### src/rtl/stb_drain_ctrl_pkg.sv
// Shared types for the data-cache port arbiter.
//   arb_state_e  : arbiter FSM states
//   cache_op_t   : operation latched at grant (is_store, addr, data, size)
//   data_size_e  : store access size
//   line_addr()  : clears the line-offset bits of an address
package stb_drain_ctrl_pkg;

    localparam int ADDRESS_WIDTH    = 32;
    localparam int XLEN             = 32;
    localparam int LINE_OFFSET_BITS = 4;

    typedef enum logic [1:0] {
        SIZE_BYTE = 2'd0,
        SIZE_HALF = 2'd1,
        SIZE_WORD = 2'd2
    } data_size_e;

    typedef enum logic [1:0] {
        IDLE   = 2'd0,
        LOOKUP = 2'd1,
        REFILL = 2'd2
    } arb_state_e;

    typedef struct packed {
        logic                     is_store;
        logic [ADDRESS_WIDTH-1:0] addr;
        logic [XLEN-1:0]          data;
        data_size_e               size;
    } cache_op_t;

    function automatic logic [ADDRESS_WIDTH-1:0] line_addr(input logic [ADDRESS_WIDTH-1:0] a);
        return {a[ADDRESS_WIDTH-1:LINE_OFFSET_BITS], {LINE_OFFSET_BITS{1'b0}}};
    endfunction

endpackage

### src/rtl/stb_drain_ctrl.sv
// Arbiter and sequencer for the single data-cache port in the Cache stage.
// Pipeline loads and store-buffer drains compete for the port; each granted
// operation does a lookup, and on a miss a memory refill followed by a retry.
// A starvation counter forces a drain after STARVE_LIMIT consecutive load
// grants while a drain is pending.
//
// Ports:
//   clk, reset                  clock, async active-high reset
//   ld_req_in/ld_addr_in        load request (level) and address
//   ld_done_out                 load hit data valid this cycle (pulse)
//   stb_flush_in, stb_*_in      store-buffer head entry waiting to drain
//   stb_ack_out                 head entry written, pop it (pulse)
//   cache_*_out, cache_hit_in   lookup / write interface to the cache
//   mem_req_out/mem_addr_out    line refill request (level) and line address
//   mem_ready_in                refill installed
//   stall_out                   Cache-stage pipeline stall
//
// state  | meaning
// IDLE   | arbitrate between load and drain, latch winner into op_q
// LOOKUP | cache lookup (and write on store hit) for op_q
// REFILL | waiting for the memory refill of op_q's line
module stb_drain_ctrl
    import stb_drain_ctrl_pkg::*;
#(
    parameter int STARVE_LIMIT = 4,
    parameter int ADDR_W       = ADDRESS_WIDTH,
    parameter int DATA_W       = XLEN
) (
    input  logic              clk,
    input  logic              reset,
    input  logic              ld_req_in,
    input  logic [ADDR_W-1:0] ld_addr_in,
    output logic              ld_done_out,
    input  logic              stb_flush_in,
    input  logic [ADDR_W-1:0] stb_addr_in,
    input  logic [DATA_W-1:0] stb_data_in,
    input  data_size_e        stb_size_in,
    output logic              stb_ack_out,
    output logic              cache_req_out,
    output logic              cache_we_out,
    output logic [ADDR_W-1:0] cache_addr_out,
    output logic [DATA_W-1:0] cache_wdata_out,
    output data_size_e        cache_size_out,
    input  logic              cache_hit_in,
    output logic              mem_req_out,
    output logic [ADDR_W-1:0] mem_addr_out,
    input  logic              mem_ready_in,
    output logic              stall_out
);

    localparam int CNT_W = $clog2(STARVE_LIMIT + 1);

    arb_state_e       state_q, state_d;
    cache_op_t        op_q, op_d;
    logic [CNT_W-1:0] starve_q, starve_d;

    logic starved;
    logic grant_st;
    logic grant_ld;

    always_comb begin
        starved  = (starve_q == CNT_W'(STARVE_LIMIT));
        grant_st = (state_q == IDLE) & stb_flush_in & (~ld_req_in | starved);
        grant_ld = (state_q == IDLE) & ld_req_in & ~grant_st;
    end

    always_comb begin
        state_d         = state_q;
        op_d            = op_q;
        starve_d        = starve_q;
        ld_done_out     = 1'b0;
        stb_ack_out     = 1'b0;
        cache_req_out   = 1'b0;
        cache_we_out    = 1'b0;
        cache_addr_out  = '0;
        cache_wdata_out = '0;
        cache_size_out  = SIZE_BYTE;
        mem_req_out     = 1'b0;
        mem_addr_out    = '0;
        stall_out       = 1'b0;

        case (state_q)
            IDLE: begin
                // A load presented here but not granted must hold the pipe.
                stall_out = ld_req_in & ~grant_ld;
                if (grant_st) begin
                    op_d.is_store = 1'b1;
                    op_d.addr     = stb_addr_in;
                    op_d.data     = stb_data_in;
                    op_d.size     = stb_size_in;
                    starve_d      = '0;
                    state_d       = LOOKUP;
                end else if (grant_ld) begin
                    op_d      = '0;
                    op_d.addr = ld_addr_in;
                    if (stb_flush_in && !starved) begin
                        starve_d = starve_q + 1'b1;
                    end
                    state_d = LOOKUP;
                end
                if (!stb_flush_in) begin
                    starve_d = '0;
                end
            end
            LOOKUP: begin
                cache_req_out   = 1'b1;
                cache_addr_out  = op_q.addr;
                cache_wdata_out = op_q.data;
                cache_size_out  = op_q.size;
                stall_out       = 1'b1;
                if (cache_hit_in) begin
                    state_d = IDLE;
                    if (op_q.is_store) begin
                        cache_we_out = 1'b1;
                        stb_ack_out  = 1'b1;
                    end else begin
                        ld_done_out = 1'b1;
                        stall_out   = 1'b0;
                    end
                end else begin
                    state_d = REFILL;
                end
            end
            REFILL: begin
                mem_req_out  = 1'b1;
                mem_addr_out = line_addr(op_q.addr);
                stall_out    = 1'b1;
                if (mem_ready_in) begin
                    state_d = LOOKUP;
                end
            end
            default: state_d = IDLE;
        endcase
    end

    always_ff @(posedge clk or posedge reset) begin
        if (reset) begin
            state_q  <= IDLE;
            op_q     <= '0;
            starve_q <= '0;
        end else begin
            state_q  <= state_d;
            op_q     <= op_d;
            starve_q <= starve_d;
        end
    end

endmodule

### config.mk
export PLATFORM = sky130hd
export DESIGN_NAME = stb_drain_ctrl
export DESIGN_NICKNAME = d
export VERILOG_FILES = /design/src/rtl/stb_drain_ctrl_pkg.sv /design/src/rtl/stb_drain_ctrl.sv
export SDC_FILE = /design/constraint.sdc
export NUM_CORES = 1
export LEC_CHECK = 0
export CAP_MARGIN = 40
export CORE_MARGIN = 10
export CORE_UTILIZATION = 41
export CTS_BUF_LIST = sky130_fd_sc_hd__clkbuf_4
export DETAILED_ROUTE_END_ITERATION = 10
export PLACE_DENSITY = 0.92
export SLEW_MARGIN = 20
export SYNTH_ARGS = -nofsm -noshare
export SYNTH_HDL_FRONTEND = slang
export SYNTH_SLANG_ARGS = --single-unit
### constraint.sdc
create_clock -name clk -period 2.9 [get_ports clk]
set_input_delay 0.58 -clock clk [delete_from_list [all_inputs] [get_ports clk]]
set_output_delay 0.58 -clock clk [all_outputs]
set_load 0.005 [all_outputs]
* Word level (Yosys, flattened, before mapping)
Index checks and enable logic that the tools add are counted.
Storage, ports and cells: register bits after elaboration 72, input bits 104, output and inout bits 104, word-level logic and storage cells 55
Cells by class: $add $sub $neg 1, equality and inequality tests 7, multiplexer cells 25, bitwise gates (word level) 9, reductions and logical operators 7
Operator list (count):
- 67-bit 2-to-1 mux | 2
- 32-bit 2-to-1 mux | 3
- 3-bit 2-to-1 mux | 4
- 2-bit 2-to-1 mux | 5
- 1-bit 2-to-1 mux | 9
- 3-bit by 1-bit != test with 1-bit output (second input constant) | 2
- 2-bit one-hot mux with 3 select lines | 1
- 1-bit AND | 5
- 2-bit AND reduction | 2
- 3-bit by 1-bit adder with 3-bit output (second input constant) | 1
- 3-bit equality test (second input constant) | 1
- 3-bit != test (second input constant) | 1
- 1-bit NOT | 3
- 1-bit one-hot mux with 3 select lines | 1
- 3-bit AND reduction | 1
- 2-bit by 1-bit equality test with 1-bit output (second input constant) | 1
- 2-bit equality test (second input constant) | 1
- 2-bit logical NOT | 1
- 2-bit != test (second input constant) | 1
- 2-bit nonzero test | 1
- 1-bit logical AND | 1
- 1-bit logical NOT | 1
- 1-bit bitwise OR | 1

* Logic depth before layout (Yosys ltp)
Gate-level depths: netlist of the first run.
word-level depth 8, gate-level depth with buffers 8, mapped depth without buffers 5

* Least setup slack after synthesis of the first run
No wires, ideal clock.
kind register to output, from register starve_q[0], to output stall_out, arrival 1613 ps, data required time 2320 ps, slack 707 ps, cell stages (with the launch flop) 8, cell sequence dfrtp_1 -> inv_1 -> ha_1 -> a21bo_2 -> and3_1 -> clkbuf_1 -> buf_2 -> a221o_1
On the way: cells in the longest elaborated chain, start to end 8
RTL lines:
- start: declaration | RTL line stb_drain_ctrl.sv:55 | logic [CNT_W-1:0] starve_q, starve_d;
- start signal: assignment | RTL line stb_drain_ctrl.sv:144 | starve_q <= starve_d;
- 3-bit equality test | RTL line stb_drain_ctrl.sv:62 | starved = (starve_q == CNT_W'(STARVE_LIMIT));
- 1-bit bitwise OR | RTL line stb_drain_ctrl.sv:63 | grant_st = (state_q == IDLE) & stb_flush_in & (~ld_req_in | starved);
- 1-bit AND | RTL line stb_drain_ctrl.sv:63
- 1-bit NOT | RTL line stb_drain_ctrl.sv:64 | grant_ld = (state_q == IDLE) & ld_req_in & ~grant_st;
- 1-bit AND | RTL line stb_drain_ctrl.sv:64
- 1-bit NOT | RTL line stb_drain_ctrl.sv:85 | stall_out = ld_req_in & ~grant_ld;
- 1-bit AND | RTL line stb_drain_ctrl.sv:85
- 1-bit one-hot mux with 3 select lines | RTL line stb_drain_ctrl.sv:82 | case (state_q)
- end: declaration | RTL line stb_drain_ctrl.sv:48 | output logic stall_out
Every way passes these cells.

* Worst setup path in the final report of the first run
from register state_q[1], to output mem_addr_out[24]
On the way: cells in the longest elaborated chain, start to end 2
RTL lines:
- start: declaration | RTL line stb_drain_ctrl.sv:53 | arb_state_e state_q, state_d;
- start signal: assignment | RTL line stb_drain_ctrl.sv:142 | state_q <= state_d;
- 2-bit equality test | RTL line stb_drain_ctrl.sv:82
- 32-bit 2-to-1 mux | RTL line stb_drain_ctrl.sv:82
- end: declaration | RTL line stb_drain_ctrl.sv:46 | output logic [ADDR_W-1:0] mem_addr_out,
Every way passes these cells.

==> results of run 1 <==
logic make-up (layout without fill, tap and decap cells):
logic type,after synthesis,in the layout,share of synthesized area (%)
and+or+nand+nor,112,112,16.9
AOI/OAI and AO/OA,139,139,28.9
buffers and inverters,84,268,8.78
other,1,4,0.0930
DFF,72,72,44.7
adders and majority gates,2,2,0.620
flip-flops by register name, summed over array words and instances (netlist names):
signal    flops
state_q       2
op_q         67
starve_q      3
worst max-delay path: stages, from the launching register on:
cell and delay [ns]:
dfrtp_1 0.46, nor2b_4 0.29, buf_4 0.28, and2_1 0.18, clkdlybuf4s50_1 0.53
per-layer routing:
| metal | up-vias | track usage, % |
|---|---|---|
| met3 | 28 | 7.09 |
| met4 | 0 | 7.71 |
| met2 | 164 | 31.1 |
| met1 | 1769 | 21.0 |
| li1 | 1803 | - |
| met5 | - | 0 |
power by group:
part           total [uW]  leakage, uW  switching (uW)  internal (uW)
Combinational        2670      0.00186            1100           1570
Clock                 630    0.0000719             361            269
Sequential           1750     0.000923             305           1450
layout by cell type (no fill, tap or decap), types with 2 or more instances in the layout:
| master | instances |
|---|---|
| clkdlybuf4s50_1 | 202 |
| and2_1 | 94 |
| dfrtp_1 | 72 |
| inv_1 | 36 |
| a22o_1 | 35 |
| o21a_1 | 32 |
| a2111oi_0 | 32 |
| a211o_1 | 32 |
| clkbuf_4 | 10 |
| buf_4 | 8 |
| nand2_1 | 5 |
| conb_1 | 4 |
| buf_12 | 4 |
| nor2_1 | 2 |
| nor2b_4 | 2 |
| nand4_1 | 2 |
| o21ai_0 | 2 |
| ha_1 | 2 |
| clkinv_1 | 2 |
cell type report:
| cell class | count | area [um2] | share of cell area (%) |
|---|---|---|---|
| well taps | 133 | 166 | 2.63 |
| repair buffers | 215 | 2170 | 34.3 |
| inverters | 37 | 139 | 2.19 |
| flip-flops and latches | 72 | 1800 | 28.5 |
| clock inverters | 6 | 58.8 | 0.929 |
| multi-input cells | 257 | 1920 | 30.3 |
| clock buffers | 10 | 75.1 | 1.19 |
final timing paths:
check / start / end / slack, ns / depth (start not counted)
worst max-delay path: state_q[1]$_DFFE_PP0P_ / mem_addr_out[24] / 0.15 / 4
worst min-delay path: op_q[0]$_DFFE_PP0P_ / op_q[0]$_DFFE_PP0P_ / 0.50 / 1
worst max register to register: state_q[1]$_DFFE_PP0P_ / op_q[28]$_DFFE_PP0P_ / 0.95 / 4
worst min register to register: op_q[0]$_DFFE_PP0P_ / op_q[0]$_DFFE_PP0P_ / 0.50 / 1
max in group asynchronous: reset / starve_q[1]$_DFFE_PP0P_ / 1.65 / 3
min in group asynchronous: reset / op_q[65]$_DFFE_PP0P_ / 0.57 / 2
stage by stage:
stage          setup slack [ns]  hold WS [ns]
2_1_floorplan             0.495         0.458
3_3_place_gp             0.0237         0.476
3_5_place_dp           -0.00121         0.474
4_1_cts                  0.0424         0.511
5_1_grt                  0.0156         0.519
6_report                  0.152         0.504
what timing repair did:
item                                   in CTS  in global routing
resized for setup                           1                  1
setup endpoints to repair                   1                 23
endpoints found under the hold margin       0                  0
setup buffers                               1                  0
hold buffers                                0                  0
cloned                                      0                  0
==> metrics.md, run 1 <==
| Metric | Value |
|---|---|
| Post-synth EDFFs | 0 |
| Slew HR | between 50% and 60% |
| Worst skew pair latency | 0.43 ns |
| Residual DRC count | 0 |
| Worst-path clk slew | 0.11 ns |
| Vias in the first global route | between 4000 and 5000 |
| Met3 Wirelength | 1270 um |
| Outcome | complete, no violations |
| Fin util | 65.3% |
| Layout Skew | ~0.025 ns |
| WL final | 13500 um |
| Std cell rows | 36 |
| Ratio of cells with drive above 1 in the final layout | ~5.7% |
| Synth cell count leaders | and2_1, dfrtp_1, inv_1 |
| Hold WC Path Type | reg -> reg |
| Routed len/inst | 18.5 um |
| Tmin final | 2.75 ns |
| WL met2 | 6470 um |
| Crit. End Element | output port |
| Post-route clock period utilization | 94.7% |
| Mapped Area | 4030 um2 |
| Async SR Flop Fraction | 100% |
| Final #Nets | 698 |
| Core ar. | 9680 um2 |
| Synth-to-Final Area Change | 56.9% |
| Leakage power | roughly 0.0029 uW |
| Placed insts | 713 |
| Die X | 119 um |
| Ant diodes | 0 |
| Initial core utilization | 41.6% |
| CP Data Arrival Time | 2.17 ns |
| Initial antenna violation count | 0 |
| Finished Cell Area | 6330 um2 |
| RSZ-0062 raised after global routing | false |
| Total GRT Usage | 18.7% |
| Crit Path Class | reg -> out |
| Max Cap Viol | 0 |
| Largest fanout on the critical path | 24 |
| Largest net degree at the start of global routing | 72 |
| Post-DP HPWL | 10100 um |
| Most instantiated library cell after synthesis | and2_1 |
| H-tree depth | 3 |
| Area fraction of the dominant cell type after synthesis | between 40% and 50% |
| Cells after synthesis | 410 |
| Placer Congestion | 0.816 |
| Final hold viol count | 0 |
| # setup viols final | 0 |
| YS warnings | 0 |
| CTS Buf Count | 9 |
| Number of synthesized register bits | a little over 70 |
| Total power | 5050 uW |
| Final Non-Filler Cells | 730 |
| Pwr dens | 798 nW/um2 |
| Data required, critical path | approximately 2.3 ns |
| I/O pins | 208 |
| Worst Setup Start Kind | flop |
| Pins Over Slew Limit | 0 |
| Setup TNS | 0 ns |
| First-pass GRT wire length | 21700 um |
| M1 wire length | between 5000 and 6000 um |
| Count of cell types in the netlist | 28 |
| Clock sink total | between 70 and 80 |
| Synthesized area per cell | 9.84 um2 |
| Slew @ Worst Pin | 0.695 ns |
| Dominant register cell in the synthesized netlist | dfrtp_1 |
| TritonCTS clock tree | done |
| Die area | between 10000 and 15000 um2 |
| Vias per std cell | 5.16 |
| First drt pass iteration count | 4 |
| Placed Area | 6180 um2 |
| Bufs on Longest Clock Path | 2 |
| Root buffer cell | clkbuf_4 |
| Max VDD drop | ~0.42 mV |
| Top post-synthesis cells by area | dfrtp_1, and2_1, a22o_1, a2111oi_0, a211o_1 |
| DR vias | between 3000 and 4000 |
| Routed Antenna Nets | 0 |
| Layout filler cell count | 772 |
| Port-buffer cells | between 200 and 250 |
| Post-synthesis sequential area ratio | 44.7% |
| Achievable frequency | ~360 MHz |
| Initial DRC Count | 175 |
| Top routing layer in use | met4 |
| Overflow after GRT | 0 |
| Die H | 119 um |
| Largest area contributor in the netlist | dfrtp_1 |
No activity file was read; power rests on OpenSTA's default activity.
==> inputs of run 2 (changes only) <==
Settings changed: CORE_UTILIZATION 41 to 44, PLACE_DENSITY 0.92 to 0.95.
Clock period 2.9 ns to 3.3 ns, I/O delays scaled along.
==> metrics.md, run 2 (synthesized netlist as in run 1, its figures left out) <==
| Metric | Value |
|---|---|
| Outcome | complete, no violations |
| Cells along the critical path | nor2b_4, buf_4, and2_1, clkdlybuf4s50_1 |
| Final #Nets | 698 (unchanged) |
| Hold slack | 0.508 ns (+0.00377 ns) |
| Power share of the combinational group | 53.9% (+1.0 points) |
| Vias in the first global route | 3903 (-4.1%) |
| Crit Path Class | reg -> out |
| Vias per std cell | 5.42 (+5.0%) |
| Max VDD drop | 0.388 mV (-8.4%) |
| Register share of total power | 34.7% (about the same) |
| Std cell rows | 34 (-5.6%) |
| Worst skew pair latency | 0.41 ns (-0.02 ns) |
| Placed Area | 6160 um2 (-0.34%) |
| Synth-to-Final Area Change | 55.9% |
| Hold path endpoint | op_q[1]$_DFFE_PP0P_ |
| Tmin final | approximately 3 ns |
| Root buffer cell | clkbuf_4 |
| TritonCTS clock tree | done |
| Die area | 13400 um2 (-5.7%) |
| Achievable frequency | 326 MHz |
| Worst path max stage delay | 0.56 ns (+0.03 ns) |
| Layout Skew | 0.0161 ns (-0.00900 ns) |
| DR vias | 3823 (+1.6%) |
| Clock sink total | 72 (unchanged) |
| Final hold viol count | 0 (unchanged) |
| Worst-path clk slew | 0.13 ns (+0.02 ns) |
| Crit. End Element | output port |
| Largest fanout on the critical path | 32 (+33%) |
| Die H | 116 um (-2.9%) |
| Ratio of cells with drive above 1 in the final layout | 6.03% (+0.34 points) |
| I/O pins | 208 (unchanged) |
| R2r endpoint | op_q[31]$_DFFE_PP0P_ |
| Port-buffer cells | 203 (unchanged) |
| Placer Congestion | 0.846 (+3.6%) |
| Core ar. | 8810 um2 (-9.1%) |
| Die X | 116 um (-2.9%) |
| Overflow after GRT | 0 (unchanged) |
| Leakage power | 0.00284 uW (-0.38%) |
| Residual DRC count | 0 (unchanged) |
| Sw frac | 36.3% (+1.4 points) |
| Post-route clock period utilization | 93.0% |
| P_sw | 1600 uW (-9.1%) |
| H-tree depth | 3 (unchanged) |
| Worst Setup Start Kind | flop |
| Bufs on Longest Clock Path | 2 (unchanged) |
| First drt pass iteration count | 4 (unchanged) |
| Initial antenna violation count | 0 (unchanged) |
| Routed Antenna Nets | 0 (unchanged) |
| Fin util | 71.4% (+6.0 points) |
| Slew HR | 51.4% (-2.3 points) |
| Slew @ Worst Pin | 0.729 ns (+0.0344 ns) |
| Finished Cell Area | 6290 um2 (-0.65%) |
| Data required, critical path | 2.64 ns (+0.32 ns) |
| CP Data Arrival Time | 2.41 ns (+0.24 ns) |
| Internal cell power | 2810 uW (-14%) |
| Clk pwr share | 11.4% (-1.1 points) |
| CTS Buf Count | 9 (unchanged) |
| Post-DP HPWL | 10200 um (+1.5%) |
| Worst R2R Path Depth | 4 (unchanged) |
| Max reg flops | 67 (unchanged) |
| Pwr dens | 703 nW/um2 (-12%) |
| Cts-stage hold buffer count | 0 (unchanged) |
| Most flop-heavy register | op_q |
| Layout filler cell count | 620 (-20%) |
| Hold depth | 1 (unchanged) |
| Worst R2R Setup Slack | 1.31 ns (+0.36 ns) |
| Hold WC Path Type | reg -> reg |
| Setup TNS | 0 ns (unchanged) |
| Total power | 4420 uW (-13%) |
| RSZ-0062 raised after global routing | false |
| Total GRT Usage | 19.3% (+0.66 points) |
| Max Cap Viol | 0 (unchanged) |
| Most common cell after layout, fill and taps aside | clkdlybuf4s50_1 |
| Largest net degree at the start of global routing | 68 (-5.6%) |
| Largest registers | op_q (67), starve_q (3), state_q (2) |
| Initial DRC Count | 235 (+34%) |
| First-pass GRT wire length | 20600 um (-4.9%) |
| Worst r2r src | state_q[1]$_DFFE_PP0P_ |
| Slowest stage cell, crit path | nor2b_4 |
| Postcts setup bufs | 0 (-1) |
| Routed len/inst | 19.6 um (+5.8%) |
| Pins Over Slew Limit | 0 (unchanged) |
| Hold wc startpoint | op_q[1]$_DFFE_PP0P_ |
| Post-CTS Resized | 0 (-1) |
| Initial core utilization | 45.8% (+4.2 points) |
| Commonest non-fill, non-tap cells in the layout | clkdlybuf4s50_1, and2_1, dfrtp_1 |
| # setup viols final | 0 (unchanged) |
| WL final | 13800 um (+2.3%) |
==> run 2: cell types whose count changed in the layout (fill, tap and decap cells not counted), sizes merged <==
cell,previous run,this run
clkdlybuf4s50,202,203
inv,38,39
dlygate4sd2,1,0
diode,0,1
clkbuf,10,9
bufinv,1,0
clkinvlp,1,2
==> run 2: final cells by class <==
class / count / area (um2) / area share (%)
sequential: 72 / 1800 / 28.7
antenna: 1 / 2.50 / 0.0398
clock buffer: 9 / 67.6 / 1.07
inverter: 37 / 139 / 2.21
multi-input combinational: 257 / 1910 / 30.4
tap: 108 / 135 / 2.15
clock inverter: 7 / 55.1 / 0.876
timing repair buffer: 215 / 2170 / 34.6
==> run 2: worst max-delay path by stage <==
stage	start	endpoint	slack, ns
5_1_grt	state_q[0]$_DFFE_PP0P_	cache_addr_out[12]	0.06
4_1_cts	state_q[0]$_DFFE_PP0P_	cache_addr_out[12]	0.21
3_3_place_gp	ld_req_in	stall_out	0.25
3_5_place_dp	ld_req_in	stall_out	0.26
6_report	state_q[0]$_DFFE_PP0P_	cache_addr_out[3]	0.23
2_1_floorplan	reset	op_q[0]$_DFFE_PP0P_	0.82
==> run 2: routing by layer <==
layer,vias up,GRT usage (%),wire length [um]
li1,1816,-,-
met1,1824,21.5,5390
met2,144,32.5,6710
met3,39,6.30,1150
met4,0,9.92,580
met5,-,0,0
==> run 2: power by group through the flow <==
stage	clock, uW	sequential, uW	combinational [uW]
global placement	0	1510	2250
floorplan	0	1440	1300
finish	505	1530	2380
CTS	520	1530	2410
detailed placement	0	1540	2400
global route	564	1570	2590
==> run 2: worst max-delay path: cells and delay by family (launching register included) <==
| kind | cells | cell delay, ns |
|---|---|---|
| DFF | 1 | 0.43 |
| and+or+nand+nor | 2 | 0.73 |
| buffers and inverters | 2 | 0.85 |
==> run 2: metrics by stage <==
step	setup WS (ns)	instances
final	0.230	706
after global routing	0.0570	705
after CTS	0.207	705
after detailed placement	0.259	689
after global placement	0.248	687
after floorplan	0.815	413
